--- src/rtl/ray_dir_normalizer.sv ---
// ============================================================================
// ray_dir_normalizer : bit-serial Q1.10 normaliser for signed 12-bit ray dirs
// Revision 1.0 : initial release
// ============================================================================
`default_nettype none

module ray_dir_normalizer (
  input  logic               clk,
  input  logic               reset_n,
  input  logic               in_valid,
  output logic               in_ready,
  input  logic signed [11:0] ray_dir_x,
  input  logic signed [11:0] ray_dir_y,
  input  logic signed [11:0] ray_dir_z,
  input  logic signed [31:0] loop_index,
  output logic               out_valid,
  input  logic               out_ready,
  output logic signed [11:0] norm_dir_x,
  output logic signed [11:0] norm_dir_y,
  output logic signed [11:0] norm_dir_z,
  output logic signed [31:0] out_loop_index,
  output logic               out_zero
);

  typedef enum logic [2:0] {
    S_IDLE   = 3'd0,
    S_SQUARE = 3'd1,
    S_SQRT   = 3'd2,
    S_DIV    = 3'd3,
    S_OUT    = 3'd4
  } state_t;

  state_t r_state, w_state_next;

  logic               r_sx, r_sy, r_sz;
  logic [11:0]        r_mx, r_my, r_mz;
  logic signed [31:0] r_idx;
  logic [23:0]        r_rad;
  logic [13:0]        r_rem;
  logic [11:0]        r_root;
  logic [3:0]         r_cnt;
  logic [1:0]         r_comp;
  logic [11:0]        r_drem;
  logic [10:0]        r_dbits;
  logic [9:0]         r_q;
  logic signed [11:0] r_nx, r_ny, r_nz;
  logic               r_zero;

  logic [11:0] w_ax, w_ay, w_az;
  logic [23:0] w_mx24, w_my24, w_mz24, w_mag2;
  logic [15:0] w_srem_try, w_sroot_try;
  logic        w_sge;
  logic [13:0] w_srem_next;
  logic [11:0] w_sroot_next;
  logic [12:0] w_dtry;
  logic        w_dge;
  logic [11:0] w_drem_next;
  logic [10:0] w_q;
  logic [11:0] w_qext, w_nval, w_mnext;
  logic        w_sign;

  assign w_ax = ray_dir_x[11] ? (~$unsigned(ray_dir_x) + 12'd1) : $unsigned(ray_dir_x);
  assign w_ay = ray_dir_y[11] ? (~$unsigned(ray_dir_y) + 12'd1) : $unsigned(ray_dir_y);
  assign w_az = ray_dir_z[11] ? (~$unsigned(ray_dir_z) + 12'd1) : $unsigned(ray_dir_z);

  assign w_mx24 = {12'd0, r_mx};
  assign w_my24 = {12'd0, r_my};
  assign w_mz24 = {12'd0, r_mz};
  assign w_mag2 = w_mx24 * w_mx24 + w_my24 * w_my24 + w_mz24 * w_mz24;

  // One root bit per cycle: trial subtract (4*root + 1) from the shifted remainder
  assign w_srem_try   = {r_rem, r_rad[23:22]};
  assign w_sroot_try  = {2'b00, r_root, 2'b01};
  assign w_sge        = (w_srem_try >= w_sroot_try);
  assign w_srem_next  = w_sge ? 14'(w_srem_try - w_sroot_try) : w_srem_try[13:0];
  assign w_sroot_next = {r_root[10:0], w_sge};

  assign w_dtry      = {r_drem, r_dbits[10]};
  assign w_dge       = (w_dtry >= {1'b0, r_root});
  assign w_drem_next = w_dge ? 12'(w_dtry - {1'b0, r_root}) : w_dtry[11:0];
  assign w_q         = {r_q, w_dge};
  assign w_qext      = {1'b0, w_q};
  assign w_sign      = (r_comp == 2'd0) ? r_sx : ((r_comp == 2'd1) ? r_sy : r_sz);
  assign w_nval      = w_sign ? (~w_qext + 12'd1) : w_qext;
  assign w_mnext     = (r_comp == 2'd0) ? r_my : r_mz;

  always_ff @(posedge clk or negedge reset_n) begin
    if (!reset_n) r_state <= S_IDLE;
    else          r_state <= w_state_next;
  end

  always_comb begin
    w_state_next = r_state;
    case (r_state)
      S_IDLE:   if (in_valid) w_state_next = S_SQUARE;
      S_SQUARE: w_state_next = (w_mag2 == 24'd0) ? S_OUT : S_SQRT;
      S_SQRT:   if (r_cnt == 4'd11) w_state_next = S_DIV;
      S_DIV:    if (r_cnt == 4'd10 && r_comp == 2'd2) w_state_next = S_OUT;
      S_OUT:    if (out_ready) w_state_next = S_IDLE;
      default:  w_state_next = S_IDLE;
    endcase
  end

  always_ff @(posedge clk or negedge reset_n) begin
    if (!reset_n) begin
      r_sx <= 1'b0;  r_sy <= 1'b0;  r_sz <= 1'b0;
      r_mx <= '0;    r_my <= '0;    r_mz <= '0;
      r_idx <= '0;   r_rad <= '0;   r_rem <= '0;  r_root <= '0;
      r_cnt <= '0;   r_comp <= '0;  r_drem <= '0; r_dbits <= '0;
      r_q <= '0;     r_nx <= '0;    r_ny <= '0;   r_nz <= '0;
      r_zero <= 1'b0;
    end else begin
      case (r_state)
        S_IDLE: if (in_valid) begin
          r_sx  <= ray_dir_x[11];
          r_sy  <= ray_dir_y[11];
          r_sz  <= ray_dir_z[11];
          r_mx  <= w_ax;
          r_my  <= w_ay;
          r_mz  <= w_az;
          r_idx <= loop_index;
        end
        S_SQUARE: begin
          r_rad  <= w_mag2;
          r_rem  <= '0;
          r_root <= '0;
          r_cnt  <= '0;
          if (w_mag2 == 24'd0) begin
            r_zero <= 1'b1;
            r_nx   <= '0;
            r_ny   <= '0;
            r_nz   <= '0;
          end
        end
        S_SQRT: begin
          r_rem  <= w_srem_next;
          r_root <= w_sroot_next;
          r_rad  <= {r_rad[21:0], 2'b00};
          if (r_cnt == 4'd11) begin
            // Dividend is |x| << 10; its bits above the 11 quotient positions seed the remainder
            r_cnt   <= '0;
            r_comp  <= '0;
            r_q     <= '0;
            r_drem  <= {1'b0, r_mx[11:1]};
            r_dbits <= {r_mx[0], 10'd0};
          end else begin
            r_cnt <= r_cnt + 4'd1;
          end
        end
        S_DIV: begin
          if (r_cnt == 4'd10) begin
            case (r_comp)
              2'd0:    r_nx <= w_nval;
              2'd1:    r_ny <= w_nval;
              default: r_nz <= w_nval;
            endcase
            r_cnt   <= '0;
            r_comp  <= (r_comp == 2'd2) ? 2'd0 : r_comp + 2'd1;
            r_q     <= '0;
            r_drem  <= {1'b0, w_mnext[11:1]};
            r_dbits <= {w_mnext[0], 10'd0};
          end else begin
            r_cnt   <= r_cnt + 4'd1;
            r_q     <= w_q[9:0];
            r_drem  <= w_drem_next;
            r_dbits <= {r_dbits[9:0], 1'b0};
          end
        end
        S_OUT: if (out_ready) r_zero <= 1'b0;
        default: ;
      endcase
    end
  end

  assign in_ready       = (r_state == S_IDLE);
  assign out_valid      = (r_state == S_OUT);
  assign norm_dir_x     = r_nx;
  assign norm_dir_y     = r_ny;
  assign norm_dir_z     = r_nz;
  assign out_loop_index = r_idx;
  assign out_zero       = r_zero;

endmodule

`default_nettype wire

--- config.mk ---
export PLATFORM = sky130hd
export DESIGN_NAME = ray_dir_normalizer
export DESIGN_NICKNAME = d
export VERILOG_FILES = /design/src/rtl/ray_dir_normalizer.sv
export SDC_FILE = /design/constraint.sdc
export NUM_CORES = 1
export LEC_CHECK = 0
export ABC_AREA = 1
export CAP_MARGIN = 30
export CORE_ASPECT_RATIO = 0.6
export CORE_MARGIN = 5
export CORE_UTILIZATION = 33
export DETAILED_ROUTE_END_ITERATION = 10
export HOLD_SLACK_MARGIN = 0.1
export SYNTH_ARGS = -nofsm -noshare
export SYNTH_HDL_FRONTEND = slang
export SYNTH_SLANG_ARGS = --single-unit
--- constraint.sdc ---
create_clock -name clk -period 9.5 [get_ports clk]
set_clock_uncertainty 0.1 [all_clocks]
set_input_delay 0.95 -clock clk [delete_from_list [all_inputs] [get_ports clk]]
set_output_delay 0.95 -clock clk [all_outputs]
set_load 0.02 [all_outputs]
==> parameters.txt, run 1 <==
Parameter                              Value

Status
  Result of the run ... finished clean

Job
  Max_cap viols ... 0

Logic synthesis
  Synth Net Count ... roughly 3,300
  Warnings from Yosys ... 0
  EDFF count, synth ... 0
  Synth unique cells ... 46
  FFs w/ async S/R, synth ... 100%
  Sequential area share after synthesis ... 21.2%
  Average size of a mapped cell ... 8.29 um^2
  Mapped Area ... 0.0224 mm^2
  Synth Flop Type ... sky130_fd_sc_hd__dfrtp_1
  Fraction of post-synthesis cell area in the top cell type by area ... between 20% and 30%
  Number of synthesized register bits ... 190
  Main area contributors after synthesis ... sky130_fd_sc_hd__fa_1 (29%), sky130_fd_sc_hd__dfrtp_1 (21%), sky130_fd_sc_hd__nand2_1 (12%)
  Number of instances in the synthesized netlist ... between 2,000 and 3,000
  Library cell occupying the most area in the post-synthesis netlist ... sky130_fd_sc_hd__fa_1

Floorplanning
  Site Rows ... 74
  Total Die Area ... around 0.073 mm^2
  Ports placed on the boundary ... 143
  Die height ... 212 um
  Initial Utilization ... 33.1%
  Floorplan die width ... 346 um
  Core region area ... 0.0676 mm^2

Critical path
  Destination of the worst register-to-register timing path ... norm_dir_z[0]$_DFFE_PN0P_
  Arrival time at the worst endpoint ... 8.33 ns
  Category of the worst setup path launch point ... flop
  Launch instance of the worst register-to-register path ... r_my[7]$_DFFE_PN0P_
  Number of buffers and inverters on the critical path ... 1
  Most numerous cell on the critical path ... sky130_fd_sc_hd__fa_1
  Dominant delay contributor by cell family on the critical path ... adder cells
  Standard cell with the maximum stage delay on the critical path ... sky130_fd_sc_hd__dfrtp_1
  Critical Path Fanout Max ... 27
  Reg2Reg Depth ... 25
  Crit end category ... flop
  CP Data Required Time ... roughly 9.7 ns
  Critical path start-end classification ... flop to flop
  Slowest stage delay, CP ... 0.86 ns
  Reg2reg setup slack ... roughly 1.4 ns

Global route
  Via count of the first global-routing pass ... 17,500
  Global-route wire length before repair ... just over 100,000 um
  All-layer global routing usage ... 17.5%
  Largest net degree at the start of global routing ... roughly 90
  Initial antenna violation count ... 1
  Sum of overflow across all layers after global routing ... 0

Timing
  Final number of max-transition violations ... 0
  Sum Neg Setup Slack ... 0 ns
  Max transition margin ... 32.2%
  Slew at the pin closest to its max-slew limit ... 1.02 ns
  Clock period minus final worst setup slack ... ~8.1 ns
  Portion of the clock cycle consumed by the worst path in the final layout ... 85.2%
  Final setup violation count ... 0
  Hold violation total from the final report ... 0
  FMAX ... 123 MHz
  Setup repair after global routing missed its margin ... false

Route
  Remaining antenna violation count after routing ... 0
  Pre-Repair DR Iteration Count ... 6
  Total number of vias ... 17,500
  Detailed-route vias per instance ... between 4 and 5
  # DRC ... 0
  DR iter-0 viols ... 1,339
  Overall routed net length ... 62,200 um
  Final routed wire length divided by cell count ... 16.7 um

Cells and area
  Share of layout cells above drive strength 1 ... 4.09%
  Synthesis-to-finish area growth ... 13.7%
  Final net count ... 3,372
  Commonest non-fill, non-tap cell in the layout ... sky130_fd_sc_hd__nand2_1
  Top library cells by usage in the layout, fill and taps aside ... sky130_fd_sc_hd__nand2_1 (688), sky130_fd_sc_hd__inv_1 (616), sky130_fd_sc_hd__fa_1 (325)
  Fillers ... 7,041

Placement
  Number of input and output port buffers inserted ... 142
  Placed wire-length estimate after detailed placement ... 52,300 um
  Placer Congestion ... slightly above 0.9

Worst hold path
  End point of the worst hold path ... norm_dir_z[10]$_DFFE_PN0P_
  Critical hold path startpoint ... norm_dir_z[10]$_DFFE_PN0P_
  Type of the tightest min-delay check ... flop to flop
  Hold path depth ... 2

Clock network
  Worst-Skew Late Latency ... 0.47 ns
  Deepest level of the CTS H-tree ... 4
  CTS tree ... yes
  Maximum count of clock buffers along a single path ... 2
  Resize count post-CTS ... 0
  Clock transition time at the flip-flop clock pins of the worst setup and hold paths ... around 0.10 ns
  Number of hold buffers added after cts ... 0
  Number of buffers created by CTS ... 17
  Clock root buffer ... sky130_fd_sc_hd__clkbuf_16
  Clock sinks ... 190
  Post-CTS setup-driven buffer insertion count ... 0
-- per-stage QoR --
stage / cell area [um^2] / hold slack [ns] / setup slack, ns / instances / util, %
floorplan: 22400 / 0.350 / 2.56 / 2701 / -
global placement: 24700 / 0.360 / 1.48 / 3690 / 36.6
detailed placement: 24800 / 0.364 / 1.54 / 3693 / 36.7
CTS: 25500 / 0.383 / 1.49 / 3725 / 37.7
global route: 25500 / 0.408 / 1.02 / 3726 / 37.7
finish: 25500 / 0.380 / 1.40 / 3726 / 37.7
-- worst register-to-register path, stage by stage, from the launching register on --
cell and delay [ns]:
sky130_fd_sc_hd__dfrtp_1 0.86, sky130_fd_sc_hd__nand2_1 0.22, sky130_fd_sc_hd__fa_1 0.54, sky130_fd_sc_hd__fa_1 0.52, sky130_fd_sc_hd__fa_1 0.53, sky130_fd_sc_hd__fa_1 0.52
sky130_fd_sc_hd__fa_1 0.52, sky130_fd_sc_hd__fa_1 0.52, sky130_fd_sc_hd__fa_1 0.55, sky130_fd_sc_hd__inv_1 0.06, sky130_fd_sc_hd__fa_1 0.50, sky130_fd_sc_hd__ha_1 0.41
sky130_fd_sc_hd__nand2_1 0.13, sky130_fd_sc_hd__nor2_2 0.24, sky130_fd_sc_hd__and2_1 0.23, sky130_fd_sc_hd__nand4_1 0.20, sky130_fd_sc_hd__nand3_1 0.15, sky130_fd_sc_hd__nand2_1 0.05
sky130_fd_sc_hd__nand2_1 0.09, sky130_fd_sc_hd__nand2_1 0.07, sky130_fd_sc_hd__nor2_2 0.14, sky130_fd_sc_hd__nand3_2 0.13, sky130_fd_sc_hd__nand2_4 0.28, sky130_fd_sc_hd__nand3_4 0.22
sky130_fd_sc_hd__nand2_1 0.12, sky130_fd_sc_hd__nand2_1 0.06
-- cells in the mapped netlist (3+ instances only) --
library cell / number
sky130_fd_sc_hd__nand3_2: 5
sky130_fd_sc_hd__a21oi_2: 4
sky130_fd_sc_hd__fa_1: 325
sky130_fd_sc_hd__o21ai_0: 102
sky130_fd_sc_hd__nand3b_1: 10
sky130_fd_sc_hd__nor2_2: 16
sky130_fd_sc_hd__nor3_1: 14
sky130_fd_sc_hd__clkbuf_1: 73
sky130_fd_sc_hd__o21ai_1: 4
sky130_fd_sc_hd__nand2_2: 9
sky130_fd_sc_hd__dfrtp_1: 190
sky130_fd_sc_hd__a211oi_1: 3
sky130_fd_sc_hd__clkinv_1: 3
sky130_fd_sc_hd__or2_2: 6
sky130_fd_sc_hd__o221ai_1: 12
sky130_fd_sc_hd__ha_1: 175
sky130_fd_sc_hd__inv_2: 9
sky130_fd_sc_hd__o211ai_1: 19
sky130_fd_sc_hd__xnor2_1: 28
sky130_fd_sc_hd__a31oi_1: 11
sky130_fd_sc_hd__nor2_1: 83
sky130_fd_sc_hd__nand2_1: 689
sky130_fd_sc_hd__o31ai_1: 4
sky130_fd_sc_hd__inv_1: 616
sky130_fd_sc_hd__a21oi_1: 78
sky130_fd_sc_hd__nor3b_1: 6
sky130_fd_sc_hd__nand2_4: 3
sky130_fd_sc_hd__o22ai_1: 27
sky130_fd_sc_hd__buf_2: 5
sky130_fd_sc_hd__nand4_1: 42
sky130_fd_sc_hd__buf_6: 6
sky130_fd_sc_hd__nor2_4: 3
sky130_fd_sc_hd__nor4_1: 5
sky130_fd_sc_hd__xor2_1: 33
sky130_fd_sc_hd__nand3_1: 64
-- area by class of cell --
class                      count  area [um^2]  area share, %
antenna                        1         2.50        0.00983
clock buffer                  17          425           1.67
clock inverter                15          238          0.934
inverter                     628         2360           9.26
multi-input combinational   1799        14900           58.6
sequential                   190         4750           18.7
tap                          912         1140           4.48
timing repair buffer         164         1610           6.33
-- state kept, by name (all words and copies together), names as in the netlist --
name,flops
r_q,10
r_sx,1
r_comp,2
r_rad,24
norm_dir_z,12
r_sz,1
out_zero,1
r_rem,14
norm_dir_x,12
norm_dir_y,12
r_mx,12
r_state,3
r_my,12
r_dbits,1
r_root,12
r_cnt,4
r_drem,12
out_loop_index,32
r_mz,12
r_sy,1
-- worst max-delay path by stage --
stage	cells past startpoint	end	slack (ns)	from
6_report	25	norm_dir_z[0]$_DFFE_PN0P_	1.40	r_my[7]$_DFFE_PN0P_
2_1_floorplan	29	norm_dir_x[10]$_DFFE_PN0P_	2.56	r_mx[2]$_DFFE_PN0P_
3_5_place_dp	25	norm_dir_z[10]$_DFFE_PN0P_	1.54	r_my[7]$_DFFE_PN0P_
4_1_cts	25	norm_dir_z[10]$_DFFE_PN0P_	1.49	r_my[7]$_DFFE_PN0P_
5_1_grt	25	norm_dir_z[10]$_DFFE_PN0P_	1.02	r_my[7]$_DFFE_PN0P_
3_3_place_gp	25	norm_dir_z[1]$_DFFE_PN0P_	1.48	r_my[6]$_DFFE_PN0P_
-- per-layer routing --
layer  up-vias  wire length [um]  track usage [%]
met4         0               363             2.12
li1       8420                 -                -
met3        21              6490             5.11
met5         -                 0                0
met2       585             22800             22.6
met1      8442             32600             28.9
-- kinds of logic after synthesis --
group                    share of synthesized area, %
AO/OA/AOI/OAI                                    7.20
XOR/XNOR                                         2.39
adder cells (fa/ha/maj)                          38.8
buffers and inverters                            12.2
flip-flops                                       21.2
AND/OR/NAND/NOR                                  18.2
Power of run 1 is not shown: default switching activity piles up to over one toggle a cycle in this logic, so the estimate is an artifact.
==> run 2: changes to the inputs <==
--- a/config.mk
+++ b/config.mk
@@ -9,9 +9,10 @@
 export CAP_MARGIN = 30
 export CORE_ASPECT_RATIO = 0.6
 export CORE_MARGIN = 5
-export CORE_UTILIZATION = 33
+export CORE_UTILIZATION = 60
 export DETAILED_ROUTE_END_ITERATION = 10
 export HOLD_SLACK_MARGIN = 0.1
+export PLACE_DENSITY = 0.81
 export SYNTH_ARGS = -nofsm -noshare
 export SYNTH_HDL_FRONTEND = slang
 export SYNTH_SLANG_ARGS = --single-unit
==> run 2 against run 1 <==
  * Non-clock buffer count shrank 10
  * Sequential share of layout area grew 0.49 points
  * Wire length grew 0.49%
  * Die area shrank 44%
  * Core utilization grew 30 points
  * Count of clock-buffer cells in the layout is the same
  * Worst setup slack lost 0.029 ns
==> parameters.txt, run 2 (synthesis gave the netlist of run 1 again) <==
Parameter                              Value

Clock network
  Number of buffers created by CTS ... 17 (unchanged)
  Number of hold buffers added after cts ... 0 (unchanged)
  Clock root buffer ... sky130_fd_sc_hd__clkbuf_16 (unchanged)
  Worst-Skew Late Latency ... 0.48 ns (was 0.47 ns)
  CTS tree ... yes (unchanged)
  Deepest level of the CTS H-tree ... 4 (unchanged)
  Maximum count of clock buffers along a single path ... 2 (unchanged)
  Clock transition time at the flip-flop clock pins of the worst setup and hold paths ... 0.10 ns (about the same)
  Post-CTS setup-driven buffer insertion count ... 0 (unchanged)
  Clock sinks ... 190 (unchanged)
  Resize count post-CTS ... 0 (unchanged)

Critical path
  Endpoint of the most critical setup path ... norm_dir_y[2]$_DFFE_PN0P_ (was norm_dir_z[0]$_DFFE_PN0P_)
  Destination of the worst register-to-register timing path ... norm_dir_y[2]$_DFFE_PN0P_ (was norm_dir_z[0]$_DFFE_PN0P_)
  CP Data Required Time ... 9.75 ns (was 9.74 ns)
  Path length in cells of the critical path ... 28 (was 25)
  Crit end category ... flop (unchanged)
  Arrival time at the worst endpoint ... 8.38 ns (was 8.33 ns)
  Reg2Reg Depth ... 28 (was 25)
  Dominant delay contributor by cell family on the critical path ... adder cells (unchanged)
  Critical Path Fanout Max ... 27 (unchanged)
  Standard cell with the maximum stage delay on the critical path ... sky130_fd_sc_hd__dfrtp_1 (unchanged)
  Crit path from ... r_my[5]$_DFFE_PN0P_ (was r_my[7]$_DFFE_PN0P_)
  Launch instance of the worst register-to-register path ... r_my[5]$_DFFE_PN0P_ (was r_my[7]$_DFFE_PN0P_)
  Critical path start-end classification ... flop to flop (unchanged)
  Category of the worst setup path launch point ... flop (unchanged)
  Slowest stage delay, CP ... 0.91 ns (was 0.86 ns)
  Number of buffers and inverters on the critical path ... 4 (was 1)
  Reg2reg setup slack ... 1.37 ns (was 1.40 ns)

Placement
  Number of input and output port buffers inserted ... 142 (unchanged)
  Placer Congestion ... 1.10 (was 0.916)
  Cell Count Post-Placement ... 3,274 (was 3,693)
  Placed wire-length estimate after detailed placement ... 50,600 um (was 52,300 um)

Timing
  Portion of the clock cycle consumed by the worst path in the final layout ... 85.5% (was 85.2%)
  Clock period minus final worst setup slack ... 8.13 ns (was 8.10 ns)
  FMAX ... 123 MHz (about the same)
  Hold violation total from the final report ... 0 (unchanged)
  Final number of max-transition violations ... 0 (unchanged)
  Sum Neg Setup Slack ... 0 ns (unchanged)
  Setup repair after global routing missed its margin ... false (unchanged)
  Slew at the pin closest to its max-slew limit ... 1.03 ns (was 1.02 ns)
  Final setup violation count ... 0 (unchanged)
  Max transition margin ... 31.1% (was 32.2%)

Global route
  Sum of overflow across all layers after global routing ... 0 (unchanged)
  Via count of the first global-routing pass ... 18,900 (was 17,500)
  Initial antenna violation count ... 1 (unchanged)
  All-layer global routing usage ... 31.0% (was 17.5%)
  Global-route wire length before repair ... 102,000 um (about the same)
  Largest net degree at the start of global routing ... 97 (was 89)

Cells and area
  Inserted Diodes ... 0 (was 1)
  Synthesis-to-finish area growth ... 10.7% (was 13.7%)
  Final net count ... 3,362 (was 3,372)
  Commonest non-fill, non-tap cell in the layout ... sky130_fd_sc_hd__nand2_1 (unchanged)
  Fillers ... 2,989 (was 7,041)
  Top library cells by usage in the layout, fill and taps aside ... sky130_fd_sc_hd__nand2_1 (688), sky130_fd_sc_hd__inv_1 (616), sky130_fd_sc_hd__fa_1 (325) (unchanged)
  Number of flip-flops under the largest register name ... 32 (unchanged)
  Share of layout cells above drive strength 1 ... 3.75% (was 4.09%)
  Area occupied by registers ... 0.00475 mm^2 (unchanged)
  Non-Filler Instances ... 3,307 (was 3,726)
  Multi-input logic area ... 0.0149 mm^2 (unchanged)

Floorplanning
  Initial Utilization ... 61.2% (was 33.1%)
  Site Rows ... 54 (was 74)
  Ports placed on the boundary ... 143 (unchanged)
  Floorplan die width ... 259 um (was 346 um)
  Core region area ... 0.0366 mm^2 (was 0.0676 mm^2)
  Die height ... 160 um (was 212 um)
  Total Die Area ... 0.0414 mm^2 (was 0.0733 mm^2)

Route
  Overall routed net length ... 62,500 um (was 62,200 um)
  DR iter-0 viols ... 2,131 (was 1,339)
  Total number of vias ... 18,600 (was 17,500)
  Detailed-route vias per instance ... 5.61 (was 4.69)
  Remaining antenna violation count after routing ... 0 (unchanged)
  Final routed wire length divided by cell count ... 18.9 um (was 16.7 um)
  Pre-Repair DR Iteration Count ... 6 (unchanged)
  # DRC ... 0 (unchanged)

Worst hold path
  Type of the tightest min-delay check ... primary input to async pin (was flop to flop)

Job
  Max_cap viols ... 0 (unchanged)

Status
  Result of the run ... finished clean (unchanged)
-- run 2: cell count changes in the layout (fill, tap and decap cells not counted) --
cell / delta
sky130_fd_sc_hd__inv_12: -1
sky130_fd_sc_hd__clkinv_2: -1
sky130_fd_sc_hd__diode_2: -1
sky130_fd_sc_hd__bufinv_16: -2
sky130_fd_sc_hd__clkinvlp_4: +2
sky130_fd_sc_hd__buf_4: -9
sky130_fd_sc_hd__inv_6: +2
sky130_fd_sc_hd__buf_16: -1
-- run 2: worst min path at each step --
| stage | to | cells past startpoint | startpoint |
|---|---|---|---|
| floorplan | r_rem[12]$_DFFE_PN0P_ | 2 | r_rem[12]$_DFFE_PN0P_ |
| global placement | out_loop_index[15]$_DFFE_PN0P_ | 2 | out_loop_index[15]$_DFFE_PN0P_ |
| detailed placement | norm_dir_y[10]$_DFFE_PN0P_ | 2 | norm_dir_y[10]$_DFFE_PN0P_ |
| CTS | norm_dir_x[0]$_DFFE_PN0P_ | 2 | norm_dir_x[0]$_DFFE_PN0P_ |
| global route | norm_dir_x[0]$_DFFE_PN0P_ | 2 | norm_dir_x[0]$_DFFE_PN0P_ |
| finish | r_rad[5]$_DFFE_PN0P_ | 1 | reset_n |
-- run 2: layout make-up --
type / count / area share [%]
Multi-Input combinational cell: 1799 / 60.2
Sequential cell: 190 / 19.2
Inverter: 628 / 9.51
Timing Repair Buffer: 154 / 6.11
Tap cell: 504 / 2.54
Clock buffer: 17 / 1.72
Clock inverter: 15 / 0.762
-- run 2: metal layers --
layer,GRT usage (%),part of all wire (%),up-vias
li1,-,-,8392
met4,8.21,2.6,4
met3,9.55,12,120
met2,44.5,43,933
met1,46.1,43,9104
met5,0,0.043,-
-- run 2: per-stage QoR --
| step | hold slack, ns | area (um^2) | worst slack [ns] | util (%) |
|---|---|---|---|---|
| 2_1_floorplan | 0.350 | 22400 | 2.56 | - |
| 3_3_place_gp | 0.360 | 24200 | 1.76 | 66.0 |
| 3_5_place_dp | 0.364 | 24200 | 1.61 | 66.0 |
| 4_1_cts | 0.385 | 24800 | 1.51 | 67.7 |
| 5_1_grt | 0.398 | 24800 | 1.02 | 67.7 |
| 6_report | 0.377 | 24800 | 1.37 | 67.7 |
Power of run 2 is left out for the same reason.
